<file path="src/rtl/lc3_memaccess.sv">
// LC3 memory-access stage: sequences LD/LDR, LDI, ST/STR and STI against a
// synchronous single-port data memory with one-cycle read latency.
module lc3_memaccess (
    input  logic        clk,
    input  logic        rst,
    input  logic        start,
    input  logic [1:0]  op,
    input  logic [15:0] M_Addr,
    input  logic [15:0] M_Data,
    input  logic [15:0] dmem_dout,
    output logic [15:0] dmem_addr,
    output logic [15:0] dmem_din,
    output logic        dmem_rd,
    output logic        dmem_we,
    output logic [15:0] memout,
    output logic        busy,
    output logic        done
);

    typedef enum logic [2:0] {
        IDLE, IND_RD, IND_CAP, RD, RD_CAP, WR, DONE
    } state_t;

    state_t      state, state_nx;
    logic [1:0]  op_l;
    logic [15:0] addr_l;
    logic [15:0] data_l;

    always_ff @(posedge clk) begin
        if (rst) begin
            state  <= IDLE;
            op_l   <= 2'd0;
            addr_l <= 16'd0;
            data_l <= 16'd0;
            memout <= 16'd0;
        end else begin
            state <= state_nx;
            if (state == IDLE && start) begin
                op_l   <= op;
                addr_l <= M_Addr;
                data_l <= M_Data;
            end
            // Indirect ops replace the address with the fetched pointer.
            if (state == IND_CAP)
                addr_l <= dmem_dout;
            if (state == RD_CAP)
                memout <= dmem_dout;
        end
    end

    always_comb begin
        state_nx  = state;
        dmem_addr = 16'd0;
        dmem_din  = 16'd0;
        dmem_rd   = 1'b0;
        dmem_we   = 1'b0;
        done      = 1'b0;
        busy      = (state != IDLE);
        case (state)
            IDLE: begin
                if (start) begin
                    if (op[0])      state_nx = IND_RD;
                    else if (op[1]) state_nx = WR;
                    else            state_nx = RD;
                end
            end
            IND_RD: begin
                dmem_addr = addr_l;
                dmem_rd   = 1'b1;
                state_nx  = IND_CAP;
            end
            IND_CAP: state_nx = op_l[1] ? WR : RD;
            RD: begin
                dmem_addr = addr_l;
                dmem_rd   = 1'b1;
                state_nx  = RD_CAP;
            end
            RD_CAP: state_nx = DONE;
            WR: begin
                dmem_addr = addr_l;
                dmem_din  = data_l;
                dmem_we   = 1'b1;
                state_nx  = DONE;
            end
            DONE: begin
                done     = 1'b1;
                state_nx = IDLE;
            end
            default: state_nx = IDLE;
        endcase
    end

endmodule

</file>
<file path="config.mk">
export PLATFORM = sky130hd
export DESIGN_NAME = lc3_memaccess
export DESIGN_NICKNAME = d
export VERILOG_FILES = /design/src/rtl/lc3_memaccess.sv
export SDC_FILE = /design/constraint.sdc
export NUM_CORES = 1
export LEC_CHECK = 0
export ABC_AREA = 1
export BUFFER_PORTS_ARGS = -buffer_cell sky130_fd_sc_hd__buf_2
export CELL_PAD_IN_SITES_DETAIL_PLACEMENT = 1
export CELL_PAD_IN_SITES_GLOBAL_PLACEMENT = 2
export CORE_ASPECT_RATIO = 0.75
export CORE_MARGIN = 3
export CORE_UTILIZATION = 21
export CTS_CLUSTER_SIZE = 20
export DETAILED_ROUTE_END_ITERATION = 10
export GPL_TIMING_DRIVEN = 0
export PLACE_DENSITY_LB_ADDON = 0.25
export SYNTH_ARGS = -nofsm -noshare
export SYNTH_HDL_FRONTEND = slang
export SYNTH_SLANG_ARGS = --single-unit
</file>
<file path="constraint.sdc">
create_clock -name clk -period 1.25 [get_ports clk]
set_input_delay 0.25 -clock clk [delete_from_list [all_inputs] [get_ports clk]]
set_output_delay 0.25 -clock clk [all_outputs]
set_load 0.1 [all_outputs]
</file>
Word level (Yosys, flattened, before mapping):

Cells that the tools add are included.

* memories kept: 0
* bits in latches: 0
* logic and storage cells: 31
* RAM bits: 0
* bits in read-only memories: 0
* register bits: 53

* bitwise logic cells: 0
* $lt $le $gt $ge: 0
* reduce and logical (&&, ||, !) cells: 7
* div/mod/pow operators: 0
* multiplexer cells: 12
* shift-type cells: 0
* add/subtract/negate cells: 0
* $mul: 0
* eq/ne operators: 7

Operator list (count)
* $mux 16: 4
* $pmux 3 s5: 1
* $mux 3: 4
* $eq 3x3->1 const B: 3
* $eq 3x2->1 const B: 2
* $reduce_or 2->1: 2
* $eq 3x1->1 const B: 1
* $logic_not 3->1: 1
* $mux 1: 3
* $reduce_bool 3->1: 1
* $reduce_or 3->1: 1
* $ne 2x2->1 const B: 1
* $reduce_bool 2->1: 1
* $logic_and 1x1->1: 1

Logic depth before layout (Yosys ltp):

Gate-level depths: netlist of run 1.

* depth in word-level cells: 4
* gate-level depth with buffers: 7
* gate-level depth less buffers: 6

Worst setup path after synthesis of run 1:

No wires, ideal clock.

* path kind: register -> output
* from: register state[0]
* to: output dmem_din[10]
* stages on the path, launching flop included: 6
* path slack: -2556 ps
* data arrival time: 3556 ps
* path buffers: 1
* path through: dfxtp_1 > inv_2 > nor2_1 > inv_2 > buf_2 > nor2_1

* word-level cells in the longest chain between the ends: 2

RTL lines
* start, declared: RTL line 24 `state_t state, state_nx;`
* start signal, assigned: RTL line 37 `state <= state_nx;`
* $eq 3x3->1: RTL line 59 `case (state)`
* $mux 16: RTL line 59
* end, declared: RTL line 12 `output logic [15:0] dmem_din,`

No other way between the ends.

Worst setup path in the final report of run 1:

* from: register state[1]
* to: output dmem_din[13]

The elaborated chain is that of the path after synthesis.

==> results of run 1 <==
==> area by class of cell <==
class	instances	area [um2]
Timing Repair Buffer	141	1560
Tap cell	140	175
Sequential cell	52	1070
Inverter	56	226
Clock buffer	6	139
Buffer	20	196
Fill cell	1265	5940
Multi-Input combinational cell	239	1750
Clock inverter	2	10.0
==> logic make-up (layout without fill, tap and decap cells) <==
kind of cell | count (synthesis) | count (layout) | share of synthesized area
flip-flops | 52 | 52 | 0.433
AO/OA/AOI/OAI | 37 | 37 | 0.0786
AND/OR/NAND/NOR | 202 | 202 | 0.362
buffers and inverters | 76 | 225 | 0.127
==> layout by cell type (no fill, tap or decap), types with 3 or more instances in the layout <==
cell type   n
nand2_4     8
buf_8       6
o21ai_2    16
o21ai_0    19
buf_2      52
nand3_2    19
buf_6      20
buf_12     39
inv_1      48
dfxtp_4     3
nand4_1    16
clkbuf_16   8
clkbuf_1    4
nand3_1    14
nand2_8     3
inv_2       5
nor2_4     55
nand2_2    12
nor2_1     55
buf_4      32
dfxtp_2    16
dfxtp_1    33
nand2_1    19
==> sequential cells by signal, summed over array words and instances (netlist names) <==
register / cells
op_l: 1
state: 3
data_l: 16
memout: 16
addr_l: 16
==> cells in the mapped netlist <==
cell type | count | area (um2)
nand2_1 | 39 | 146
nand4_1 | 16 | 100
o21ai_0 | 36 | 180
buf_4 | 2 | 15.0
nand2_2 | 3 | 18.8
nand3_1 | 33 | 165
nor2_4 | 3 | 33.8
inv_1 | 53 | 199
nor2_1 | 108 | 405
buf_1 | 2 | 7.51
o21ai_2 | 1 | 8.76
inv_2 | 3 | 11.3
dfxtp_1 | 52 | 1040
buf_2 | 10 | 50.1
clkbuf_1 | 6 | 22.5
==> power breakdown <==
part	leakage, nW	switching [mW]	internal, mW
Sequential	0.436	0.183	1.91
Combinational	1.76	2.11	1.27
Clock	0.0766	0.653	0.792
Total	2.27	2.94	3.97
==> through the flow <==
step / total power, mW / setup TNS, ns / hold WS, ns / cells
finish: 6.92 / -25.11 / 0.144 / 656
detailed placement: 4.27 / -27.91 / 0.447 / 610
CTS: 6.44 / -19.15 / 0.124 / 645
floorplan: 3.77 / -28.85 / 0.315 / 367
global placement: 4.23 / -26.99 / 0.451 / 610
global route: 7.29 / -30.96 / 0.137 / 656
==> routing by layer <==
metal | up-vias | routed length, um
met5 | - | 17
met4 | 2 | 196
met3 | 20 | 590
met2 | 77 | 4890
met1 | 1435 | 5030
li1 | 1446 | -
==> path summary, 6_finish.rpt <==
kind	from	end	slack [ns]	cells past startpoint
worst max-delay path	state[1]$_SDFFE_PP0P_	dmem_din[13]	-0.47	7
worst min-delay path	rst	state[0]$_SDFFE_PP0P_	0.14	2
worst max register to register	state[2]$_SDFFE_PP0P_	addr_l[15]$_SDFFE_PP0P_	-0.33	11
worst min register to register	memout[13]$_SDFFE_PP0P_	memout[13]$_SDFFE_PP0P_	0.51	2
==> worst max-delay path, stage by stage, from the launching register on <==
cell,delay (ns)
dfxtp_4,0.38
inv_8,0.07
nand2_8,0.05
nor2_4,0.14
inv_6,0.08
buf_16,0.15
nor2_4,0.12
buf_12,0.18
==> what timing repair did <==
| action | in CTS | in global routing |
|---|---|---|
| endpoints found under the setup margin | 96 | 88 |
| resized for setup | 213 | 127 |
| buffers inserted | 23 | 8 |
| gates cloned | 4 | 3 |
| pin swaps | 13 | 28 |
==> summary.txt, run 1 <==
Status
  • Status: finished, violations left
  • Failing checks: setup timing

Timing
  • Setup violations, final: 88
  • Fmax: about 0.58 GHz
  • RSZ-0062 raised after global routing: true
  • Period utilization: 1.38
  • Final setup margin: -0.469 ns
  • Worst slew pin tran: 0.767 ns
  • Clock Skews: 0.00265 ns
  • Post-layout min period: between 1.5 and 2 ns
  • Final hold viol count: 0
  • Relative slew slack: 0.489
  • Final-report max-slew violation count: 0

Clock tree
  • Hold_buf cts: 0
  • Root Driver: clkbuf_16
  • CTS sink count: 52
  • CTS tree: yes
  • Num CTS Buffers: 5
  • Worst skew pair latency: ~0.30 ns
  • Clock transition at the registers of the reported paths: 0.07 ns
  • # H-tree levels: 2
  • CTS Buffer Depth: 2

Placed design
  • Pre-CTS setup slack: -1.02 ns
  • Post-detail-place hpwl: 7070 um
  • Routability cong.: 0.770
  • Placement Cell Area: 3410 um2
  • Count of input and output buffers: 103

Synthesis
  • Post-Syn Instances: around 370
  • Syn_area_per_cell: between 6 and 7 um2
  • Cell Area, Synth: 2400 um2
  • Netlist cell types: 15
  • Synth Register Bits: 52
  • YS warnings: 0
  • Synth Net Count: 420
  • Post-synthesis sequential area ratio: 0.433

Global route
  • Top Usage Layer GRT: met2
  • Number of global-route vias before repair: 3,065
  • Met2 GRT Util: 0.245
  • Met1 Resource Use GR: 0.217
  • GRT Total Usage: 0.158
  • Largest net degree at the start of global routing: 16
  • First-pass GRT wire length: 15,700 um
  • Total grt overflow: 0
  • GRT met3 Usage: 0.0488
  • Initial antenna violation count: 1

Layout
  • Fin util: 0.463
  • Final nets: 568
  • Share of layout cells above drive strength 1: 0.591
  • Synth-to-Final Area Change: 113%
  • Design area: 5120 um2
  • Diodes inserted: 0

Flow run
  • Max-cap violations: 0

Critical path
  • Worst path arrival time: 1.47 ns
  • Worst setup EP type: output pin
  • CP Max Fanout: 5
  • Setup CP Type: reg2out
  • Startpoint class of the critical path: flop
  • Critical Path RT: 1.00 ns

Detailed routing
  • Routed len/inst: approximately 16 um
  • Post-route ant nets: 0
  • DR vias: 2,980
  • DRC Markers: 0
  • Via-per-instance ratio: 4.54
  • Total Wirelength: 10,700 um
  • Detailed Route Iter0 Violations: between 80 and 90
  • DRT Pass-1 Iters: 4

Die
  • Core Area: 11,100 um2
  • Die H: a little under 100 um
  • DIE AREA: 12,800 um2
  • X dimension of the die: 130 um
  • I/O pins: 105
  • Site row count: 33
  • Initial Util: 0.217

Power
  • Power density over the cells: roughly 1400 nW/um2
  • VDD IR max: 692 uV
  • Leakage: 2.27 nW

Hold path
  • HP Class: in2reg
No activity file was read; power rests on OpenSTA's default activity.
==> run 2: changes to the inputs <==
CORE_MARGIN = 5   (was 3)
MAX_ROUTING_LAYER = met4   (was default)
==> run 2 against run 1 <==
  * The flow still finishes with violations (setup timing)
  * Sequential cell count unchanged
  * Worst hold slack got worse by 0.013 ns
  * Clock skew increased by 0.0035 ns
  * Critical endpoint is now dmem_din[8]
  * Cell count increased by 0.61%
  * First-iteration DRC count increased by 29%
==> summary.txt, run 2 (synthesis results as in run 1) <==
Status
  • Status: finished, violations left
  • Failing checks: setup timing

Global route
  • Largest net degree at the start of global routing: 16 (unchanged)
  • First-pass GRT wire length: 16,400 um (+4.3%)
  • GRT Total Usage: 0.157 (-0.000887)
  • Total grt overflow: 0 (unchanged)
  • Number of global-route vias before repair: 3,107 (+1.4%)
  • Initial antenna violation count: 1 (unchanged)

Timing
  • Final setup margin: -0.478 ns (-0.00934 ns)
  • WHS: 0.131 ns (-0.0134 ns)
  • RSZ-0062 raised after global routing: true
  • Setup violations, final: 87 (-1.1%)
  • Fmax: 0.579 GHz (-0.54%)
  • Post-layout min period: 1.73 ns (+0.00934 ns)
  • Relative slew slack: 0.609 (+0.120)
  • Period utilization: 1.38 (+0.00747)
  • Final hold viol count: 0 (unchanged)
  • Clock Skews: 0.00617 ns (+0.00352 ns)
  • Worst slew pin tran: 0.586 ns (-0.181 ns)
  • Final-report max-slew violation count: 0 (unchanged)

Detailed routing
  • DR top layer: met4
  • Detailed Route Iter0 Violations: 107 (+29%)
  • Routed len/inst: 16.9 um (+3.5%)
  • Wire length on met1: 4980 um (-1.0%)
  • DRT Pass-1 Iters: 4 (unchanged)
  • Post-route ant nets: 0 (unchanged)
  • Met2 routed WL: 5400 um (+10%)
  • Routed met3 length: 654 um (+11%)
  • DRC Markers: 0 (unchanged)
  • DR vias: 2,968 (-0.40%)
  • Via-per-instance ratio: 4.50 (-1.0%)
  • Total Wirelength: 11,200 um (+4.1%)

Critical path
  • Critical-path top delay cell: dfxtp_4
  • Worst path arrival time: 1.48 ns (about the same)
  • Crit path max-delay family: buffers and inverters
  • CP Cell Sequence: inv_8 -> nand2_8 -> nor2_4 -> inv_8 -> buf_16 -> nor2_4 -> buf_12
  • Worst setup EP type: output pin
  • Critical Path RT: 1.00 ns (about the same)
  • Buffer and inverter count on the worst path: 4 (unchanged)
  • Setup CP Type: reg2out
  • CP Max Fanout: 5 (unchanged)
  • Startpoint class of the critical path: flop
  • Slowest stage delay, CP: 0.38 ns (about the same)

Clock tree
  • Num CTS Buffers: 5 (unchanged)
  • # H-tree levels: 2 (unchanged)
  • Worst skew pair latency: 0.30 ns (about the same)
  • Clock transition at the registers of the reported paths: 0.07 ns (about the same)
  • CTS Buffer Depth: 2 (unchanged)
  • CTS sink count: 52 (unchanged)
  • Root Driver: clkbuf_16
  • Hold_buf cts: 0 (unchanged)
  • CTS tree: yes

Die
  • I/O pins: 105 (unchanged)
  • Site row count: 33 (unchanged)
  • DIE AREA: 13,700 um2 (+7.3%)
  • X dimension of the die: 134 um (+3.1%)
  • Die H: 103 um (+4.1%)
  • Core Area: 11,100 um2 (unchanged)
  • Initial Util: 0.217 (unchanged)

Placed design
  • Routability cong.: 0.792 (+2.9%)
  • Count of input and output buffers: 103 (unchanged)
  • Cell count after placement: 610 (unchanged)
  • Placement Cell Area: 3410 um2 (unchanged)
  • Post-detail-place hpwl: 7150 um (+1.1%)

Layout
  • Most common cell after layout, fill and taps aside: nor2_1
  • Most frequent cells in the layout: 64 x nor2_1, 52 x inv_1, 52 x buf_2, 44 x nor2_4, 43 x buf_12
  • Filler cell count: 1,299 (+2.7%)
  • Share of layout cells above drive strength 1: 0.532 (-0.0593)
  • Design area: 5000 um2 (-2.5%)
  • Finished Layout Cells: 660 (+0.61%)
  • Largest regs: addr_l: 16 flops, data_l: 16 flops, memout: 16 flops
  • Final nets: 571 (+0.53%)
  • Synth-to-Final Area Change: 108%

Power
  • Int Power: 4.09 mW (+3.0%)
  • VDD IR max: 598 uV (-14%)
  • Power density over the cells: 1400 nW/um2 (+3.4%)
  • Sequential share of power: 0.298 (-0.005)
  • Sw power: 2.88 mW (-2.1%)
  • Sw frac: 0.413 (-0.0123)
  • Gate power share: 0.472 (-0.016)
  • Power share of the clock group: 0.230 (+0.021)
  • Leakage: 2.27 nW (-0.27%)

Hold path
  • HP Class: in2reg

Flow run
  • Max-cap violations: 0 (unchanged)
==> run 2: cell type report <==
| class | instances | area [um2] | share of cell area |
|---|---|---|---|
| buffer | 20 | 186 | 0.0373 |
| inverter | 56 | 229 | 0.0458 |
| timing repair buffer | 144 | 1580 | 0.316 |
| clock buffer | 6 | 129 | 0.0258 |
| sequential | 52 | 1070 | 0.215 |
| tap | 140 | 175 | 0.0351 |
| clock inverter | 2 | 35.0 | 0.00701 |
| antenna | 1 | 2.50 | 0.000501 |
| multi-input combinational | 239 | 1590 | 0.318 |
==> run 2: worst paths after layout <==
kind	start	to	slack, ns	depth (start not counted)
setup reg to reg	state[2]$_SDFFE_PP0P_	addr_l[14]$_SDFFE_PP0P_	-0.31	10
setup / recovery	state[1]$_SDFFE_PP0P_	dmem_din[8]	-0.48	7
hold reg to reg	data_l[12]$_SDFFE_PP0P_	data_l[12]$_SDFFE_PP0P_	0.50	2
hold / removal	rst	state[0]$_SDFFE_PP0P_	0.13	2
==> run 2: what timing repair did <==
action                                  in CTS  in global routing
pin swaps                                   12                 16
resized for setup                          198                 94
endpoints found under the setup margin     101                 88
gates cloned                                 3                  3
buffers inserted                            24                 12
==> run 2: metal layers <==
metal  track usage  up-vias
met2         0.262       75
met1         0.196     1432
met4        0.0292        0
met5             -        -
li1              -     1449
met3        0.0415       12
==> run 2: power by group through the flow <==
stage                     registers (mW)  logic, mW  clock network, mW
final                               2.08       3.29               1.60
after global routing                2.11       3.51               1.70
after CTS                           2.05       2.82               1.65
after detailed placement            2.09       2.19                  0
after global placement              2.08       2.16                  0
after floorplan                     2.47       1.30                  0
==> run 2: metrics by stage <==
step | util | setup TNS, ns | total power [mW] | worst slack, ns
5_1_grt | 0.451 | -31.43 | 7.32 | -0.537
3_3_place_gp | 0.308 | -27.66 | 4.24 | -1.07
3_5_place_dp | 0.308 | -28.47 | 4.28 | -1.06
2_1_floorplan | - | -28.85 | 3.77 | -0.905
4_1_cts | 0.411 | -18.54 | 6.51 | -0.469
6_report | 0.451 | -26.06 | 6.98 | -0.478
